File: src/rtl/redmule_pkg.sv
// Shared types for the RedMulE Z store path: packer config, packer FSM states
// and a saturating counter helper.
package redmule_pkg;

    localparam int unsigned ZP_ARRAY_W   = 12;
    localparam int unsigned ZP_TOT_DEPTH = 16;
    localparam int unsigned ZP_ITER_W    = 16;
    localparam int unsigned ZP_ROWS_W    = $clog2(ZP_ARRAY_W) + 1;
    localparam int unsigned ZP_COLS_W    = $clog2(ZP_TOT_DEPTH) + 1;

    typedef struct packed {
        logic [ZP_ITER_W-1:0] x_row_iters;
        logic [ZP_ITER_W-1:0] w_col_iters;
        logic [ZP_ROWS_W-1:0] rows_lftovr;
        logic [ZP_COLS_W-1:0] cols_lftovr;
    } z_packer_cfg_t;

    typedef enum logic [1:0] {
        ZP_IDLE,
        ZP_RUN,
        ZP_DRAIN,
        ZP_DONE
    } z_packer_state_e;

    function automatic logic [31:0] sat_inc32(input logic [31:0] v);
        return (v == 32'hFFFF_FFFF) ? v : v + 32'd1;
    endfunction

endpackage

File: src/rtl/redmule_z_strb_gen.sv
// Element-count to byte-strobe mask. Bytes beyond the row payload (the upper
// MemDw part of the beat) are never enabled.
module redmule_z_strb_gen #(
    parameter int unsigned DATA_W = 288,
    parameter int unsigned DATAW  = 256,
    parameter int unsigned BITW   = 16,
    parameter int unsigned STRB   = DATA_W / 8,
    localparam int unsigned N_W   = $clog2(DATAW / BITW) + 1
) (
    input  logic [N_W-1:0]  n,
    output logic [STRB-1:0] strb
);

    // Enable the first n*BITW/8 bytes of the row payload.
    always_comb begin
        strb = '0;
        for (int unsigned k = 0; k < STRB; k++) begin
            if (k < DATAW / 8 && k < 32'(n) * BITW / 8) begin
                strb[k] = 1'b1;
            end
        end
    end

endmodule

File: src/rtl/redmule_z_store_packer.sv
// Z row to TCDM store beat packer with row/column/block tracking.
// Optional stall counter: define REDMULE_Z_STORE_PACKER_STALL_CNT_EN.
module redmule_z_store_packer
    import redmule_pkg::*;
#(
    parameter int unsigned DATA_W  = 288,
    parameter int unsigned DATAW   = 256,
    parameter int unsigned BITW    = 16,
    parameter int unsigned ARRAY_W = 12,
    parameter int unsigned STRB    = DATA_W / 8,
    localparam int unsigned TOT_DEPTH = DATAW / BITW,
    localparam int unsigned MEM_DW    = DATA_W - DATAW,
    localparam int unsigned ROWS_W    = $clog2(ARRAY_W) + 1,
    localparam int unsigned COLS_W    = $clog2(TOT_DEPTH) + 1
) (
    input  logic              clk_i,
    input  logic              rst_i,
    input  logic              clear_i,
    input  logic              start_i,
    input  logic [15:0]       x_row_iters_i,
    input  logic [15:0]       w_col_iters_i,
    input  logic [ROWS_W-1:0] rows_lftovr_i,
    input  logic [COLS_W-1:0] cols_lftovr_i,
    input  logic [DATAW-1:0]  in_data_i,
    input  logic              in_valid_i,
    output logic              in_ready_o,
    output logic [DATA_W-1:0] out_data_o,
    output logic [STRB-1:0]   out_strb_o,
    output logic              out_valid_o,
    input  logic              out_ready_i,
    output logic [31:0]       stored_cnt_o,
    output logic              done_o,
    output logic [31:0]       stall_cnt_o
);

    z_packer_state_e   state_q;
    z_packer_cfg_t     cfg_q;
    logic [ROWS_W-1:0] r_q;
    logic [15:0]       c_q;
    logic [15:0]       b_q;

    logic [ROWS_W-1:0] rows_in_tile;
    logic [COLS_W-1:0] n_elems;
    logic [STRB-1:0]   strb_mask;
    logic              last_r, last_c, last_b, last_beat;
    logic              in_fire, out_fire;

    // Position decode: tile height of the current block and width of the current tile.
    always_comb begin
        last_b       = (b_q == cfg_q.x_row_iters - 16'd1);
        last_c       = (c_q == cfg_q.w_col_iters - 16'd1);
        rows_in_tile = (last_b && cfg_q.rows_lftovr != '0) ? cfg_q.rows_lftovr
                                                           : ROWS_W'(ARRAY_W);
        n_elems      = (last_c && cfg_q.cols_lftovr != '0) ? cfg_q.cols_lftovr
                                                           : COLS_W'(TOT_DEPTH);
        last_r       = (r_q == rows_in_tile - ROWS_W'(1));
        last_beat    = last_r && last_c && last_b;
    end

    assign in_ready_o = (state_q == ZP_RUN) && (!out_valid_o || out_ready_i);
    assign in_fire    = in_valid_i && in_ready_o;
    assign out_fire   = out_valid_o && out_ready_i;

    redmule_z_strb_gen #(
        .DATA_W (DATA_W),
        .DATAW  (DATAW),
        .BITW   (BITW),
        .STRB   (STRB)
    ) u_strb_gen (
        .n    (n_elems),
        .strb (strb_mask)
    );

    // FSM, position counters, output register and store counter.
    always_ff @(posedge clk_i) begin
        if (rst_i || clear_i) begin
            state_q      <= ZP_IDLE;
            cfg_q        <= '0;
            r_q          <= '0;
            c_q          <= '0;
            b_q          <= '0;
            out_data_o   <= '0;
            out_strb_o   <= '0;
            out_valid_o  <= 1'b0;
            stored_cnt_o <= '0;
            done_o       <= 1'b0;
        end else begin
            done_o <= 1'b0;
            if (out_fire) begin
                stored_cnt_o <= sat_inc32(stored_cnt_o);
            end
            if (in_fire) begin
                // Masked lanes keep their data; only the strobe hides them.
                out_data_o  <= {{MEM_DW{1'b0}}, in_data_i};
                out_strb_o  <= strb_mask;
                out_valid_o <= 1'b1;
            end else if (out_ready_i) begin
                out_valid_o <= 1'b0;
            end
            unique case (state_q)
                ZP_IDLE: begin
                    if (start_i) begin
                        cfg_q        <= '{x_row_iters: x_row_iters_i,
                                          w_col_iters: w_col_iters_i,
                                          rows_lftovr: rows_lftovr_i,
                                          cols_lftovr: cols_lftovr_i};
                        r_q          <= '0;
                        c_q          <= '0;
                        b_q          <= '0;
                        stored_cnt_o <= '0;
                        state_q      <= (x_row_iters_i == 16'd0) ? ZP_DONE : ZP_RUN;
                    end
                end
                ZP_RUN: begin
                    if (in_fire) begin
                        if (last_r) begin
                            r_q <= '0;
                            if (last_c) begin
                                c_q <= '0;
                                b_q <= b_q + 16'd1;
                            end else begin
                                c_q <= c_q + 16'd1;
                            end
                        end else begin
                            r_q <= r_q + ROWS_W'(1);
                        end
                        if (last_beat) begin
                            state_q <= ZP_DRAIN;
                        end
                    end
                end
                ZP_DRAIN: begin
                    if (!out_valid_o || out_ready_i) begin
                        state_q <= ZP_DONE;
                    end
                end
                ZP_DONE: begin
                    state_q <= ZP_IDLE;
                    done_o  <= 1'b1;
                end
            endcase
        end
    end

`ifdef REDMULE_Z_STORE_PACKER_STALL_CNT_EN
    logic [31:0] stall_cnt_q;

    // Saturating count of cycles where a held beat waits on the sink.
    always_ff @(posedge clk_i) begin
        if (rst_i || clear_i) begin
            stall_cnt_q <= '0;
        end else if (state_q == ZP_IDLE && start_i) begin
            stall_cnt_q <= '0;
        end else if (out_valid_o && !out_ready_i) begin
            stall_cnt_q <= sat_inc32(stall_cnt_q);
        end
    end

    assign stall_cnt_o = stall_cnt_q;
`else
    assign stall_cnt_o = '0;
`endif

endmodule

File: config.mk
export PLATFORM = sky130hd
export DESIGN_NAME = redmule_z_store_packer
export DESIGN_NICKNAME = d
export VERILOG_FILES = /design/src/rtl/redmule_pkg.sv /design/src/rtl/redmule_z_strb_gen.sv /design/src/rtl/redmule_z_store_packer.sv
export SDC_FILE = /design/constraint.sdc
export NUM_CORES = 1
export LEC_CHECK = 0
export CAP_MARGIN = 5
export CORE_AREA = 8 8 266 268
export DETAILED_ROUTE_END_ITERATION = 12
export DIE_AREA = 0 0 274 276
export GPL_TIMING_DRIVEN = 0
export PLACE_DENSITY_LB_ADDON = 0.08
export SLEW_MARGIN = 25
export SYNTH_ARGS = -nofsm -noshare
export SYNTH_HDL_FRONTEND = slang
export SYNTH_SLANG_ARGS = --single-unit
File: constraint.sdc
create_clock -name clk_i -period 6.1 [get_ports clk_i]
set_input_delay 1.22 -clock clk_i [delete_from_list [all_inputs] [get_ports clk_i]]
set_output_delay 1.22 -clock clk_i [all_outputs]
set_load 0.02 [all_outputs]
Word level (Yosys, flattened, before mapping)
Index checks and enable logic that the tools add are counted.
{ "op_classes": {"addsub": 7, "order_cmp": 32, "eq_ne": 13, "n_mux": 60, "reduce_logical": 21} }
{ "ops": {"columns": ["cell", "count"], "rows": [
  ["$mux W32", 4],
  ["$mux W16", 7],
  ["$lt A5 B6 Y1 const A", 16],
  ["$pmux W16 S2", 2],
  ["$lt A4 B6 Y1 const A", 8],
  ["$mux W1", 35],
  ["$add A16 B1 Y16 const B", 2],
  ["$add A32 B1 Y32 const B", 1],
  ["$eq A16 B16 Y1", 2],
  ["$eq A32 B32 Y1 const B", 1],
  ["$sub A16 B1 Y16 const B", 2],
  ["$mux W5", 5],
  ["$lt A3 B6 Y1 const A", 4],
  ["$logic_not A16 Y1", 1],
  ["$lt A1 B6 Y1 const A", 2],
  ["$lt A2 B6 Y1 const A", 2],
  ["$ne A2 B2 Y1 const B", 6],
  ["$mux W2", 5],
  ["$pmux W5 S2", 1],
  ["$reduce_bool A5 Y1", 2],
  ["$pmux W2 S4", 1],
  ["$reduce_and A4 Y1", 2],
  ["$logic_and A1 B1 Y1", 7],
  ["$add A5 B1 Y5 const B", 1],
  ["other kinds (11)", 14]
]} }
{ "totals": {"ff_bits": 403, "inputBits": 304, "output_inout_bits": 391, "word_cells": 146} }

Logic depth before layout (Yosys ltp)
{ "depth": {"depth_word": 11, "ltp_mapped": 20} }

Hierarchy
Synthesis repeated with hierarchy kept, for this count alone.
{ "unflattened": {"hier_cells": 2235, "hier_area_um2": 17324.1} }
{ "by_module_without_submodules": {"columns": ["mod", "n_inst", "cells_each", "area_per_inst_um2", "seq_area_each_um2"], "rows": [
  ["redmule_z_store_packer", 1, 2187, 17020.1, 8147.8],
  ["redmule_z_strb_gen", 1, 48, 304.0, 0.0]
]} }

Worst setup path after synthesis
No wires, ideal clock.
{ "synth_path": {"path_kind": "register to register", "start": "register cfg_q[26] in the netlist's numbering", "end": "register b_q[10]", "arrival_ns": 3.974, "required_time_ns": 6.030, "path_slack_ns": 2.056, "stages_incl_launch_ff": 19, "path_buffers": 0, "period_less_slack_ns": 4.044, "path_cell_list": "dfxtp_1 inv_1 ha_1 or3b_2 or3_1 a21oi_2 o211ai_1 nor4_4 nand2_1 ha_1 nand2_1 nor3_1 a21oi_1 nand2b_1 a21oi_1 o211ai_2 a211o_1 or4_1 a21oi_1"} }
{ "synth_via": {"elab_chain_cells": 8} }
{ "synth_rtl": {"columns": ["element", "line_no", "rtl"], "rows": [
  ["start: declaration", "redmule_z_store_packer.sv:37", "z_packer_cfg_t cfg_q;"],
  ["start signal: assignment", "redmule_z_store_packer.sv:103", "cfg_q <= '{x_row_iters: x_row_iters_i,"],
  ["$sub A16 B1 Y16", "redmule_z_store_packer.sv:50", "last_b = (b_q == cfg_q.x_row_iters - 16'd1);"],
  ["$eq A16 B16 Y1", "redmule_z_store_packer.sv:50", null],
  ["$logic_and A1 B1 Y1", "redmule_z_store_packer.sv:52", "rows_in_tile = (last_b && cfg_q.rows_lftovr != '0) ? cfg_q.rows_lftovr"],
  ["$mux W5", "redmule_z_store_packer.sv:52", null],
  ["$sub A5 B1 Y5", "redmule_z_store_packer.sv:56", "last_r = (r_q == rows_in_tile - ROWS_W'(1));"],
  ["$eq A5 B5 Y1", "redmule_z_store_packer.sv:56", null],
  ["$ne A2 B2 Y1 (no source line)", null, null],
  ["$reduce_and A5 Y1 (no source line)", null, null],
  ["end signal: assignment", "redmule_z_store_packer.sv:120", "b_q <= b_q + 16'd1;"],
  ["end: declaration", "redmule_z_store_packer.sv:40", "logic [15:0] b_q;"]
]} }
Every way passes these cells.
A chain may end at the register's enable or synchronous reset.

Final worst setup path
{ "layout_path": {"start": "register cfg_q[30] in the netlist's numbering", "end": "register c_q[0]"} }
{ "layout_via": {"elab_chain_cells": 8} }
{ "layout_rtl": {"columns": ["element", "line_no", "rtl"], "rows": [
  ["$sub A16 B1 Y16", "redmule_z_store_packer.sv:50", null],
  ["$eq A16 B16 Y1", "redmule_z_store_packer.sv:50", null],
  ["$logic_and A1 B1 Y1", "redmule_z_store_packer.sv:52", null],
  ["$mux W5", "redmule_z_store_packer.sv:52", null],
  ["$sub A5 B1 Y5", "redmule_z_store_packer.sv:56", null],
  ["$eq A5 B5 Y1", "redmule_z_store_packer.sv:56", null],
  ["$ne A2 B2 Y1 (no source line)", null, null],
  ["$reduce_and A4 Y1 (no source line)", null, null],
  ["end signal: assignment", "redmule_z_store_packer.sv:122", "c_q <= c_q + 16'd1;"],
  ["end: declaration", "redmule_z_store_packer.sv:39", "logic [15:0] c_q;"]
]} }
Every way passes these cells.

==> impl_table.tex <==
\begin{tabular}{lr}
\hline
Metric & Value \\
\hline
\multicolumn{2}{l}{\textbf{Status}} \\
\quad Run status & completed \\
\multicolumn{2}{l}{\textbf{Synthesis}} \\
\quad Main combinational cell family by area after synthesis & simple AND/OR/NAND/NOR gates \\
\quad Adder and majority gate portion of the synthesized area & 0.00850 \\
\quad Complex-gate fraction of the synthesized area & 0.142 \\
\quad Dominant cell type by area after synthesis & sky130\_fd\_sc\_hd\_\_dfxtp\_1 \\
\quad Synthesized-area fraction occupied by and/or/nand/nor cells & 0.240 \\
\quad Post-synthesis async set-or-reset flop share & 0 \\
\quad Synth Flop Type & sky130\_fd\_sc\_hd\_\_dfxtp\_1 \\
\quad Count of unique library cells instantiated by Yosys & 63 \\
\quad Area share of the leading cell type in the synthesized netlist & 0.479 \\
\quad Number of standard cells after synthesis & 2077 \\
\quad Post-synth EDFFs & 0 \\
\quad Portion of the post-synthesis area used by sequential elements & 0.479 \\
\quad Synthesized area & 16200 um2 \\
\quad Portion of netlist area occupied by mux cells & 0.00897 \\
\quad FF+latch count, synth & 387 \\
\quad Yosys warnings & 0 \\
\quad Mean post-synth cell area & 7.79 um2 \\
\quad Main area contributors after synthesis & sky130\_fd\_sc\_hd\_\_dfxtp\_1 (48\%), sky130\_fd\_sc\_hd\_\_nand2\_1 (15\%), sky130\_fd\_sc\_hd\_\_a21oi\_1 (10\%) \\
\quad Post-synthesis share of cell area spent on xor and xnor gates & 0.0476 \\
\multicolumn{2}{l}{\textbf{Setup path}} \\
\quad Max FO, Critical Path & 10 \\
\quad Crit path largest cell delay & 0.58 ns \\
\quad Cell with the largest stage delay on the worst path & sky130\_fd\_sc\_hd\_\_or4\_4 \\
\quad Sequence of cells on the critical path & buf\_2, or4\_4, nor4\_1, xnor2\_1, nand4\_2, nor4\_4, nand2\_1, ha\_1, nand2\_1, nor3\_1, a21oi\_1, nand2b\_1, a21oi\_1, o211ai\_2, buf\_2, a21oi\_2, buf\_2, xnor2\_1, nor2\_1 \\
\quad Sum of buffers and inverters on the critical path & 3 \\
\quad Crit-path most repeated cell & sky130\_fd\_sc\_hd\_\_buf\_2 \\
\quad Kind of end point of the critical path & register \\
\quad Critical path type & register to register \\
\quad Reg2Reg Launch Point & cfg\_q[30] \\
\quad CP startpoint kind & register \\
\quad Beginning of the critical path & cfg\_q[30] \\
\quad Critical path data required time & 6.54 ns \\
\quad Signal arrival time at the worst endpoint & 5.41 ns \\
\quad Cell class contributing the biggest share of worst-path delay & simple AND/OR/NAND/NOR gates \\
\multicolumn{2}{l}{\textbf{Power}} \\
\quad Part of the power in the clock network & 0.471 \\
\quad Power density over the cells & 247 nW/um2 \\
\quad Proportion of power drawn by flip-flops and latches & 0.413 \\
\quad Lkg Pwr & 8.77 nW \\
\quad Psw & 1.59 mW \\
\quad Worst supply voltage drop on vdd & 0.193 mV \\
\quad Logic gate share of total power & 0.116 \\
\quad Internal power contribution & 4.68 mW \\
\quad Switching Fraction & 0.253 \\
\multicolumn{2}{l}{\textbf{Clock tree}} \\
\quad Clock buffers created by TritonCTS & 49 \\
\quad Clk\_lat worst skew & 0.59 ns \\
\quad Sink Count & 387 \\
\quad CTS tree & built \\
\quad Maximum root-to-sink buffer count & 3 \\
\quad Buffer cell driving the clock tree root & sky130\_fd\_sc\_hd\_\_clkbuf\_16 \\
\quad Post-CTS Setup Inserts & 0 \\
\quad H-tree depth & 2 \\
\quad Clock Pin Slew Worst Setup and Hold Paths & 0.05 ns \\
\quad Gates resized, CTS repair & 0 \\
\quad Cts-stage hold buffer count & 0 \\
\multicolumn{2}{l}{\textbf{Job}} \\
\quad Number of maximum-capacitance violations & 0 \\
\multicolumn{2}{l}{\textbf{STA}} \\
\quad Setup violation total in the final timing report & 0 \\
\quad RSZ-0062 raised after global routing & no \\
\quad Final critical-path share of the clock period & 0.816 \\
\quad Worst slew pin tran & 0.930 ns \\
\quad Upper clock frequency limit & 201 MHz \\
\quad Max-slew violations & 0 \\
\quad Final count of hold timing violations & 0 \\
\quad Shortest clock period the worst path allows after layout & 4.98 ns \\
\quad Final Worst Setup Slack & 1.12 ns \\
\quad Remaining max-slew budget at the tightest pin & 0.374 \\
\quad Total Negative Setup Slacks & 0 ns \\
\quad Clock skew after layout & 0.0220 ns \\
\multicolumn{2}{l}{\textbf{Place}} \\
\quad Port buffer count & 626 \\
\quad Worst setup timing slack at the placement stage & 1.17 ns \\
\quad Gp weighted congestion & 0.824 \\
\quad Number of placed instances, taps included & 3643 \\
\quad Placed wire-length estimate & 62.9 mm \\
\multicolumn{2}{l}{\textbf{Global routing}} \\
\quad Pin count of the biggest net entering global routing & 13 \\
\quad Vias in the first global route & 16600 \\
\quad Global-route wire length before repair & 113 mm \\
\quad Antenna violations before repair & 13 \\
\quad Remaining global-route overflow & 0 \\
\quad Overall track demand over capacity in global routing & 0.197 \\
\multicolumn{2}{l}{\textbf{Detailed routing}} \\
\quad Post-DR wirelength/cell & 20.7 um \\
\quad DRC violations left & 0 \\
\quad Via count of the routed design & 16400 \\
\quad Routed wire length & 77.5 mm \\
\quad Iter 0 DRT Violations & 674 \\
\quad Via-per-instance ratio & 4.39 \\
\quad DRT antenna net count & 0 \\
\quad Count of TritonRoute iterations in the first routing pass & 5 \\
\multicolumn{2}{l}{\textbf{Final layout}} \\
\quad Post-route non-filler standard cell count & 3738 \\
\quad Share of post-route cells with drive strength above 1 & 0.0685 \\
\quad Count of fill cells added during filler insertion & 6908 \\
\quad Synth-to-layout area growth & 57.2\% \\
\quad Final \#Nets & 3136 \\
\multicolumn{2}{l}{\textbf{Floorplanning}} \\
\quad Number of standard-cell rows in the floorplan & 95 \\
\quad Core area & 66600 um2 \\
\quad Overall die area & 75600 um2 \\
\quad Die boundary height & 276 um \\
\quad Initial standard-cell utilization of the core & 0.243 \\
\quad IO Count & 695 \\
\quad DIE WIDTH & 274 um \\
\multicolumn{2}{l}{\textbf{Hold path}} \\
\quad Worst hold path startpoint & out\_data\_o[28] \\
\quad Type of the tightest min-delay check & register to register \\
\hline
\end{tabular}
==> routing by layer <==
metal	GRT usage	up-vias	part of all wire
li1	-	8225	-
met1	0.216	7662	0.39
met2	0.363	424	0.52
met3	0.0691	90	0.079
met4	0.0376	12	0.015
met5	0	-	0.00098
==> worst register-to-register path: cells and delay by family (launching register included) <==
| family | cells | cell delay (ns) |
|---|---|---|
| AND/OR/NAND/NOR | 9 | 2.06 |
| AO/OA/AOI/OAI | 4 | 1.11 |
| buffers and inverters | 3 | 0.80 |
| XOR/XNOR | 2 | 0.37 |
| flip-flops | 1 | 0.29 |
| adder cells (fa/ha/maj) | 1 | 0.24 |
==> cell type report <==
cell class | count | area, um2 | share of cell area
clock buffers | 67 | 1410 | 0.0553
multi-input cells | 1523 | 7490 | 0.294
diodes | 5 | 12.5 | 0.000492
repair buffers | 626 | 6270 | 0.246
well taps | 873 | 1090 | 0.0429
flip-flops and latches | 387 | 7750 | 0.305
inverters | 24 | 90.1 | 0.00354
clock inverters | 23 | 225 | 0.00885
plain buffers | 210 | 1110 | 0.0437
==> layout by cell type, fill, tap and decap left out, drive strengths merged, types with 4 or more instances in the layout <==
| cell | n |
|---|---|
| nor4 | 16 |
| buf | 90 |
| xor2 | 40 |
| nor2 | 88 |
| clkinv | 16 |
| or4 | 9 |
| inv | 26 |
| dfxtp | 387 |
| nand4 | 16 |
| a21o | 4 |
| diode | 5 |
| nand2b | 9 |
| o21ai | 36 |
| conb | 68 |
| a21oi | 337 |
| clkbuf | 187 |
| and2 | 9 |
| mux2 | 4 |
| and3 | 13 |
| bufinv | 4 |
| nand3 | 38 |
| clkdlybuf4s50 | 626 |
| or3 | 14 |
| o211ai | 5 |
| and4 | 4 |
| nor3 | 21 |
| nor2b | 8 |
| ha | 11 |
| a211oi | 8 |
| mux2i | 10 |
| xnor2 | 48 |
| nand2 | 663 |
| o31ai | 8 |
==> synth_stat cells (3+ instances only) <==
cell type and number:
sky130_fd_sc_hd__buf_4 84, sky130_fd_sc_hd__nor3_1 21, sky130_fd_sc_hd__o21ai_0 36, sky130_fd_sc_hd__nand3_1 38, sky130_fd_sc_hd__buf_2 4, sky130_fd_sc_hd__nand2b_1 9
sky130_fd_sc_hd__o221ai_1 3, sky130_fd_sc_hd__ha_1 11, sky130_fd_sc_hd__mux2i_1 10, sky130_fd_sc_hd__dfxtp_1 387, sky130_fd_sc_hd__o211ai_1 4, sky130_fd_sc_hd__nor4_1 14
sky130_fd_sc_hd__xor2_1 40, sky130_fd_sc_hd__xnor2_1 48, sky130_fd_sc_hd__or3_1 13, sky130_fd_sc_hd__a21oi_1 335, sky130_fd_sc_hd__and2_1 9, sky130_fd_sc_hd__a21o_1 4
sky130_fd_sc_hd__nand3b_1 3, sky130_fd_sc_hd__nor2b_1 8, sky130_fd_sc_hd__or4_1 7, sky130_fd_sc_hd__nand4_1 15, sky130_fd_sc_hd__mux2_2 4, sky130_fd_sc_hd__clkbuf_1 120
sky130_fd_sc_hd__inv_1 24, sky130_fd_sc_hd__nand2_1 663, sky130_fd_sc_hd__nor3b_1 3, sky130_fd_sc_hd__o31ai_1 7, sky130_fd_sc_hd__and3_1 13, sky130_fd_sc_hd__nor2_1 88
sky130_fd_sc_hd__and4_1 4, sky130_fd_sc_hd__a211oi_1 7
==> power by group through the flow <==
stage          Clock [mW]  Sequential (mW)  Combinational (mW)
3_3_place_gp            0             2.64               0.727
5_1_grt              3.17             2.59               0.793
6_report             2.96             2.59               0.729
4_1_cts              3.06             2.59               0.733
3_5_place_dp            0             2.64               0.730
2_1_floorplan           0             2.66               0.338
==> flip-flops by register name (all words and copies together), names as in the netlist <==
register and count:
cfg_q 42, out_valid_o 1, out_data_o 256, done_o 1
stored_cnt_o 32, b_q 16, state_q 2, out_strb_o 16
r_q 5, c_q 16
==> cell families after synthesis <==
| family | after synthesis |
|---|---|
| buffers and inverters | 234 |
| flip-flops | 387 |
| XOR/XNOR | 88 |
| AO/OA/AOI/OAI | 422 |
| adder cells (fa/ha/maj) | 11 |
| other | 1 |
| multiplexers | 14 |
| AND/OR/NAND/NOR | 920 |
==> per-stage QoR <==
step | power (mW) | util | instance area (um2) | hold slack, ns
6_report | 6.27 | 0.382 | 25400 | 0.451
5_1_grt | 6.55 | 0.382 | 25400 | 0.466
4_1_cts | 6.38 | 0.382 | 25400 | 0.455
3_5_place_dp | 3.37 | 0.358 | 23800 | 0.448
3_3_place_gp | 3.37 | 0.357 | 23800 | 0.443
2_1_floorplan | 3.00 | - | 16400 | 0.437
==> final timing paths <==
check,end,depth (start not counted),slack (ns)
worst max-delay path,c_q[0],19,1.12
worst min-delay path,out_data_o[28],2,0.45
worst max register to register,c_q[0],19,1.12
worst min register to register,out_data_o[28],2,0.45
(Power assumes the default switching activity.)
